<file path="config.mk">
export PLATFORM = sky130hd
export DESIGN_NAME = instr_sequencer_flat
export DESIGN_NICKNAME = d
export VERILOG_FILES = /design/src/rtl/instr_sequencer_if.sv /design/src/rtl/instr_sequencer.sv /design/src/flat_wrapper.sv
export SDC_FILE = /design/constraint.sdc
export NUM_CORES = 2
export LEC_CHECK = 0
export CELL_PAD_IN_SITES_DETAIL_PLACEMENT = 1
export CELL_PAD_IN_SITES_GLOBAL_PLACEMENT = 2
export CORE_AREA = 2 2 538 540
export DETAILED_ROUTE_END_ITERATION = 8
export DIE_AREA = 0 0 540 542
export PLACE_DENSITY = 0.9
export REMOVE_ABC_BUFFERS = 1
export SYNTH_ARGS = -nofsm -noshare
export SYNTH_HDL_FRONTEND = slang
export SYNTH_SLANG_ARGS = --single-unit
</file>
<file path="constraint.sdc">
create_clock -name clock -period 5.5 [get_ports clock]
set_input_delay 0.55 -clock clock [delete_from_list [all_inputs] [get_ports clock]]
set_output_delay 0.55 -clock clock [all_outputs]
set_load 0.02 [all_outputs]
</file>
<file path="src/rtl/instr_sequencer_if.sv">
// rtl/instr_sequencer_if.sv - program-load handshake between host and instruction sequencer
interface instr_sequencer_if #(
  parameter int DATA_WIDTH = 16
);
  logic                  load_valid;
  logic                  load_ready;
  logic [DATA_WIDTH-1:0] load_data;
  logic                  load_last;

  modport master (output load_valid, load_data, load_last, input load_ready);
  modport slave  (input load_valid, load_data, load_last, output load_ready);
endinterface

</file>
<file path="src/rtl/instr_sequencer.sv">
// rtl/instr_sequencer.sv - loads a program into RAM, then issues it word by word to the core
// Optional multi-pass looping is enabled with INSTR_SEQ_EPOCH_LOOP_EN.
module instr_sequencer #(
  parameter int         DATA_WIDTH = 16,
  parameter int         ADDR_WIDTH = 8,
  parameter logic [3:0] HALT_OP    = 4'hF
) (
  input  logic                  clock,
  input  logic                  reset,
  instr_sequencer_if.slave      load_if,
  input  logic                  start,
  input  logic                  core_stall,
`ifdef INSTR_SEQ_EPOCH_LOOP_EN
  input  logic [7:0]            epochs,
  output logic [7:0]            epoch,
`endif
  output logic [DATA_WIDTH-1:0] instr_out,
  output logic                  instr_valid,
  output logic [ADDR_WIDTH-1:0] pc,
  output logic                  busy,
  output logic                  done
);

  typedef enum logic [1:0] {IDLE, LOAD, RUN, DONE} state_t;

  localparam logic [ADDR_WIDTH-1:0] LAST_ADDR = '1;
  localparam logic [ADDR_WIDTH-1:0] PTR_ONE   = 1;
  localparam logic [ADDR_WIDTH:0]   LEN_ONE   = 1;

  state_t                state;
  logic [DATA_WIDTH-1:0] mem [2**ADDR_WIDTH];
  logic [ADDR_WIDTH-1:0] wr_ptr;
  logic [ADDR_WIDTH:0]   prog_len;

  logic                  accept;
  logic                  load_end;
  logic [ADDR_WIDTH-1:0] wr_addr;
  logic [DATA_WIDTH-1:0] fetch_word;
  logic                  fetch_halt;
  logic                  pass_end;

  assign accept     = load_if.load_valid & load_if.load_ready;
  assign wr_addr    = (state == IDLE) ? '0 : wr_ptr;
  assign load_end   = load_if.load_last || (wr_addr == LAST_ADDR);
  assign fetch_word = mem[pc];
  assign fetch_halt = (fetch_word[DATA_WIDTH-1 -: 4] == HALT_OP);
  // A pass ends on HALT or after the last loaded word, whichever comes first.
  assign pass_end   = fetch_halt || ({1'b0, pc} == (prog_len - LEN_ONE));

`ifdef INSTR_SEQ_EPOCH_LOOP_EN
  logic [7:0] epoch_lat;
  logic       more_epochs;
  assign more_epochs = (epoch < (epoch_lat - 8'd1));
`endif

  // Program RAM has no reset so a program survives a reset of the control path.
  always_ff @(posedge clock) begin
    if (!reset && accept) begin
      mem[wr_addr] <= load_if.load_data;
    end
  end

  always_ff @(posedge clock) begin
    if (reset) begin
      state              <= IDLE;
      pc                 <= '0;
      wr_ptr             <= '0;
      prog_len           <= '0;
      instr_out          <= '0;
      instr_valid        <= 1'b0;
      done               <= 1'b0;
      busy               <= 1'b0;
      load_if.load_ready <= 1'b1;
`ifdef INSTR_SEQ_EPOCH_LOOP_EN
      epoch              <= '0;
      epoch_lat          <= 8'd1;
`endif
    end else begin
      done <= 1'b0;
      case (state)
        IDLE: begin
          // A load accept takes priority: load_ready is high, so the word must not be dropped.
          if (accept) begin
            if (load_end) begin
              prog_len <= {1'b0, wr_addr} + LEN_ONE;
            end else begin
              prog_len <= '0;
              wr_ptr   <= PTR_ONE;
              state    <= LOAD;
              busy     <= 1'b1;
            end
          end else if (start && (prog_len != '0)) begin
            state              <= RUN;
            busy               <= 1'b1;
            load_if.load_ready <= 1'b0;
            pc                 <= '0;
            instr_valid        <= 1'b0;
`ifdef INSTR_SEQ_EPOCH_LOOP_EN
            epoch              <= '0;
            epoch_lat          <= (epochs == 8'd0) ? 8'd1 : epochs;
`endif
          end
        end
        LOAD: begin
          if (accept) begin
            if (load_end) begin
              prog_len <= {1'b0, wr_ptr} + LEN_ONE;
              state    <= IDLE;
              busy     <= 1'b0;
            end else begin
              wr_ptr <= wr_ptr + PTR_ONE;
            end
          end
        end
        RUN: begin
          if (!core_stall) begin
            instr_out   <= fetch_word;
            instr_valid <= !fetch_halt;
            if (pass_end) begin
`ifdef INSTR_SEQ_EPOCH_LOOP_EN
              if (more_epochs) begin
                pc    <= '0;
                epoch <= epoch + 8'd1;
              end else begin
                state <= DONE;
              end
`else
              state <= DONE;
`endif
            end else begin
              pc <= pc + PTR_ONE;
            end
          end
        end
        DONE: begin
          if (!core_stall) begin
            instr_valid        <= 1'b0;
            done               <= 1'b1;
            state              <= IDLE;
            busy               <= 1'b0;
            load_if.load_ready <= 1'b1;
          end
        end
        default: state <= IDLE;
      endcase
    end
  end

endmodule

</file>
<file path="src/flat_wrapper.sv">
// flat-port wrapper written by rule: the top's interface ports become plain ports
module instr_sequencer_flat 
#(
  parameter int         DATA_WIDTH = 16,
  parameter int         ADDR_WIDTH = 8,
  parameter logic [3:0] HALT_OP    = 4'hF
)
  (clock, reset, start, core_stall, instr_out, instr_valid, pc, busy, done, load_if_load_valid, load_if_load_data, load_if_load_last, load_if_load_ready);
  instr_sequencer_if #(.DATA_WIDTH(DATA_WIDTH)) load_if_i ();
  input  logic clock;
  input  logic reset;
  input  logic start;
  input  logic core_stall;
  output logic [DATA_WIDTH-1:0] instr_out;
  output logic instr_valid;
  output logic [ADDR_WIDTH-1:0] pc;
  output logic busy;
  output logic done;
  input wire logic [$bits(load_if_i.load_valid)-1:0] load_if_load_valid;
  input wire logic [$bits(load_if_i.load_data)-1:0] load_if_load_data;
  input wire logic [$bits(load_if_i.load_last)-1:0] load_if_load_last;
  output wire logic [$bits(load_if_i.load_ready)-1:0] load_if_load_ready;
  assign load_if_i.load_valid = load_if_load_valid;
  assign load_if_i.load_data = load_if_load_data;
  assign load_if_i.load_last = load_if_load_last;
  assign load_if_load_ready = load_if_i.load_ready;
  instr_sequencer #(.DATA_WIDTH(DATA_WIDTH), .ADDR_WIDTH(ADDR_WIDTH), .HALT_OP(HALT_OP)) u_core (.clock(clock), .reset(reset), .load_if(load_if_i), .start(start), .core_stall(core_stall), .instr_out(instr_out), .instr_valid(instr_valid), .pc(pc), .busy(busy), .done(done));
endmodule
</file>
Word level (Yosys, flattened, before mapping). Memory sizes are Yosys's and may differ from the RTL's. A register that Yosys moved wholly into a read port is not among the register bits. Index checks and enable logic that the tools add are counted.

Bits in registers: 47. Memories kept: 1. RAM bits: 4096.

Equal/unequal tests: 19. Reduce and logical (&&, ||, !) cells: 22. Mux-type cells: 43. Add/sub/neg operators: 5. Bitwise operators: 3.

Memory list: u_core.mem (words 256, bits a word 16, read ports 1, clocked after memory_dff 1, wr ports 1, line instr_sequencer.sv:31) `logic [DATA_WIDTH-1:0] mem [2**ADDR_WIDTH];`.

Operators with widths (number): $mux W8 (11); $mux W9 (4); $pmux W8 S2 (2); $add A8 B1 Y9 const B (2); $pmux W9 S2 (1); $add A8 B1 Y8 const B (2); $mux W2 (8); $reduce_and A5 Y1 (3); $ne A2 B2 Y1 const B (7); $mux W1 (13); $eq A8 B9 Y1 (1); $reduce_bool A9 Y1 (1); $sub A9 B1 Y9 const B (1); $eq A8 B8 Y1 const B (1); $ne A2 B1 Y1 const B (4); $pmux W2 S4 (1); $reduce_and A4 Y1 (2); $reduce_and A7 Y1 (1); $pmux W1 S3 (2); $reduce_and A6 Y1 (1); $reduce_bool A2 Y1 (3); $reduce_bool A3 Y1 (2); $eq A2 B2 Y1 const B (2); $eq A4 B4 Y1 const B (1); 12 further kinds (16).

Logic depth before layout (Yosys ltp).
Depth after elaboration: 8. Depth in mapped cells: 15. Depth with buffers taken out: 11.

Worst setup path before layout. OpenSTA, ideal clock, no wires.

Path kind: reg2reg. Start: register with a tool-made name. End: register u_core.instr_out[0]. Stages on the path, launching flop included: 12. Period minus slack after synthesis: 3.536 ns. Path buffers: 6. Arrival time: 3.404 ns. Setup time: 0.132 ns. Slack: 1.964 ns. Cells stage by stage: dfxtp_1 -> buf_2 -> buf_2 -> buf_2 -> buf_2 -> buf_2 -> buf_1 -> mux4_2 -> mux4_2 -> mux4_2 -> nand2_1 -> a21oi_1.

RTL lines: end signal, assigned (line instr_sequencer.sv:117) `instr_out <= fetch_word;`; end, declared (line instr_sequencer.sv:17) `output logic [DATA_WIDTH-1:0] instr_out,`.

==> impl_results.md <==
- Hold path cells: 1
- Worst setup SP type: register
- # rows: 197
- Final setup vio count: 4
- Die W: 540 microns
- Main combinational cell family by area after synthesis: multiplexers
- Max incr delay on CP: 1.23 ns
- DRC: 0
- Share of layout cells above drive strength 1: 0.308
- Hold Path Class: primary input to register
- Max-capacitance violation count: 2
- CP Data Required Time: 6.39 ns
- Yosys top cell area share: 0.769
- Clock Tree Root: clkbuf_16
- Area share of and/or/nand/nor cells after synthesis: 0.0159
- GR Overflow Total: 0
- CTS tree: done
- Post-CTS Hold Buffers: 0
- Slew headroom: -0.0592
- # Post-CTS Setup Buffers: 0
- Biggest area consumer among synthesized cells: edfxtp_1
- Io pins: 50
- FFs w/ async S/R, synth: 0
- Most numerous cell in the Yosys netlist: edfxtp_1
- Critical Path End Type: register
- Initial antenna violation count: 44
- Maximum vdd drop: 0.325 mV
- Gpl congestion: 0.905
- Nets: 7303
- Die Y: 542 microns
- Top cells by area, synth: edfxtp_1, mux4_2, nor2_1
- Top_reg_cell synth: edfxtp_1
- CTS buffer count: 404
- Tightest Pin Transition: 1.57 ns
- First-pass GRT wire length: 700000 microns
- FMAX: 181 MHz
- Post_cts resized: 0
- CTS sink count: 4151
- Routed len/inst: 44.2 microns
- Via/cell ratio: 7.33
- Clock tree buffer depth: 4
- R2r worst-path depth: 10
- Final Skew: 0.0780 ns
- Hpwl dp: 270000 microns
- Mapped Area: 160000 sq um
- Post-synth EDFFs: 4096
- Register bit total from synthesis: 4151
- Post-Route WL: 503000 microns
- Initial Utilization: 0.557
- Syn Inst Count: 6767
- Slew Viols, Final: 2
- Die Area: 293000 sq um
- Crit Path Max Fanout: 39
- Final Core Density: 0.627
- Power density over the cells: 391 nW/um^2
- Tmin final: 5.53 ns
- Detailed Routing Iterations Pass 1: 6
- Total GRT Usage: 0.347
- Post-synthesis sequential area ratio: 0.776
- Via count: 83.5k
- H-tree Lvls: 5
- CP Data Arrival Time: 6.42 ns
- IO buf count: 49
- Hold Fails Final Rpt: 0
- DRT iter0 DRCs: 14.4k
- Yosys cell types: 69
- Outcome: finished with violations
- Synth Area in Adders: 0.000548
- Period utilization: 1.01
- RSZ-0062 raised after global routing: false
- Yosys warning count: 0
- Antenna viol nets, final: 0
- Critical Path, Cell by Cell: buf_4 > mux4_2 > nor2_1 > a221oi_1 > a221oi_1 > o21ai_0 > nand3_1 > or4_4 > a311o_1 > o21ai_0
- Clock-pin transition on the worst setup and hold timing paths: 0.07 ns
- Synth Area in Compound Gates: 0.0107
- Final worst slack: -0.0292 ns
- Leakage: 0.0539 uW
- Core Box Area: 287000 sq um
- Area Overhead vs Synth: 12.5%
- Post-synthesis mux area share: 0.183
- Xor/xnor share of the synthesized area: 0.000931
- Vias in the first global route: 85.3k
- Total power: 70400 uW
- Pre-CTS WS: 0.428 ns
- Mapped Avg Cell Area: 23.6 sq um
- Worst path slowest cell: o21ai_0
- Failing checks: capacitance limit, slew limit, setup timing
- Largest net degree at the start of global routing: 217
- Top post-synthesis cells by count: edfxtp_1, mux4_2, nor2_1
- Setup_tns: -0.0420 ns
- Worst-Skew Late Latency: 0.99 ns
- WS Path Type: register to register
==> critical path, delay by kind of cell (launching register included) <==
kind,cells,cell delay [ns]
mux,1,0.27
buf+inv,1,0.45
flops,1,0.92
simple gates,3,1.05
compound gates,5,2.63
==> layer usage <==
layer | GRT usage | part of all wire | vias up
met2 | 0.542 | 0.47 | 7939
met1 | 0.439 | 0.33 | 43721
met4 | 0.213 | 0.073 | 56
met5 | 0 | 0.00071 | -
li1 | - | - | 29977
met3 | 0.0918 | 0.12 | 1795
==> power breakdown <==
part	internal [uW]	leakage, uW	total, uW	switching [uW]
Combinational	3170	0.0104	7580	4410
Clock	15200	0.00623	27800	12600
Sequential	34800	0.0373	35000	199
Total	53200	0.0539	70400	17200
==> sequential cells by signal, summed over array words and instances, names as in the netlist, named ones only <==
name and flops:
u_core.wr_ptr 8, u_core.instr_valid 1, u_core.instr_out 16, u_core.busy 1
u_core.pc 8, u_core.state 2, u_core.done 1, u_core.mem 4096
u_core.prog_len 9, u_core.load_if.load_ready 1
==> cell families after synthesis <==
| logic type | Yosys count |
|---|---|
| buffers and inverters | 402 |
| AND/OR/NAND/NOR | 577 |
| adder cells (fa/ha/maj) | 7 |
| AO/OA/AOI/OAI | 252 |
| flip-flops | 4151 |
| multiplexers | 1361 |
| XOR/XNOR | 17 |
==> placed cells by master, fill, tap and decap left out, drive strengths merged, types with 12 or more instances in the layout <==
cell type	count
edfxtp	4096
mux4	1236
clkbuf	517
buf	437
nor2	319
clkinv	173
nand2	97
mux2i	75
a21oi	66
a22oi	56
dfxtp	55
nand3	52
mux2	50
bufinv	33
inv	33
clkdlybuf4s50	32
o22ai	30
nor3	23
nor2b	21
o21ai	17
nand2b	16
a211oi	15
diode	12
o211ai	12
==> path summary, 6_finish.rpt <==
check	start	endpoint	slack [ns]
min	load_if_load_data[13]	u_core.mem[108][13]	0.07
max	register	register	-0.03
min reg2reg	u_core.instr_out[15]	u_core.instr_out[15]	0.49
max reg2reg	register	register	-0.03
==> stage by stage <==
| stage | instance area [sq um] | instances | hold slack (ns) |
|---|---|---|---|
| 3_5_place_dp | 167000 | 10649 | 0.486 |
| 6_report | 180000 | 11392 | 0.0728 |
| 3_3_place_gp | 167000 | 10649 | 0.484 |
| 2_1_floorplan | 158000 | 6383 | 0.457 |
| 4_1_cts | 180000 | 11380 | 0.0303 |
| 5_1_grt | 180000 | 11381 | 0.0842 |
==> layout make-up <==
cell class	instances	area, sq um
clock inverters	230	2250
repair buffers	485	4370
fillers	22708	107000
well taps	3781	4730
diodes	12	30.0
inverters	18	67.6
clock buffers	501	10600
multi-input cells	2214	33800
flip-flops and latches	4151	124000
Power figures use the tool's default switching activity.
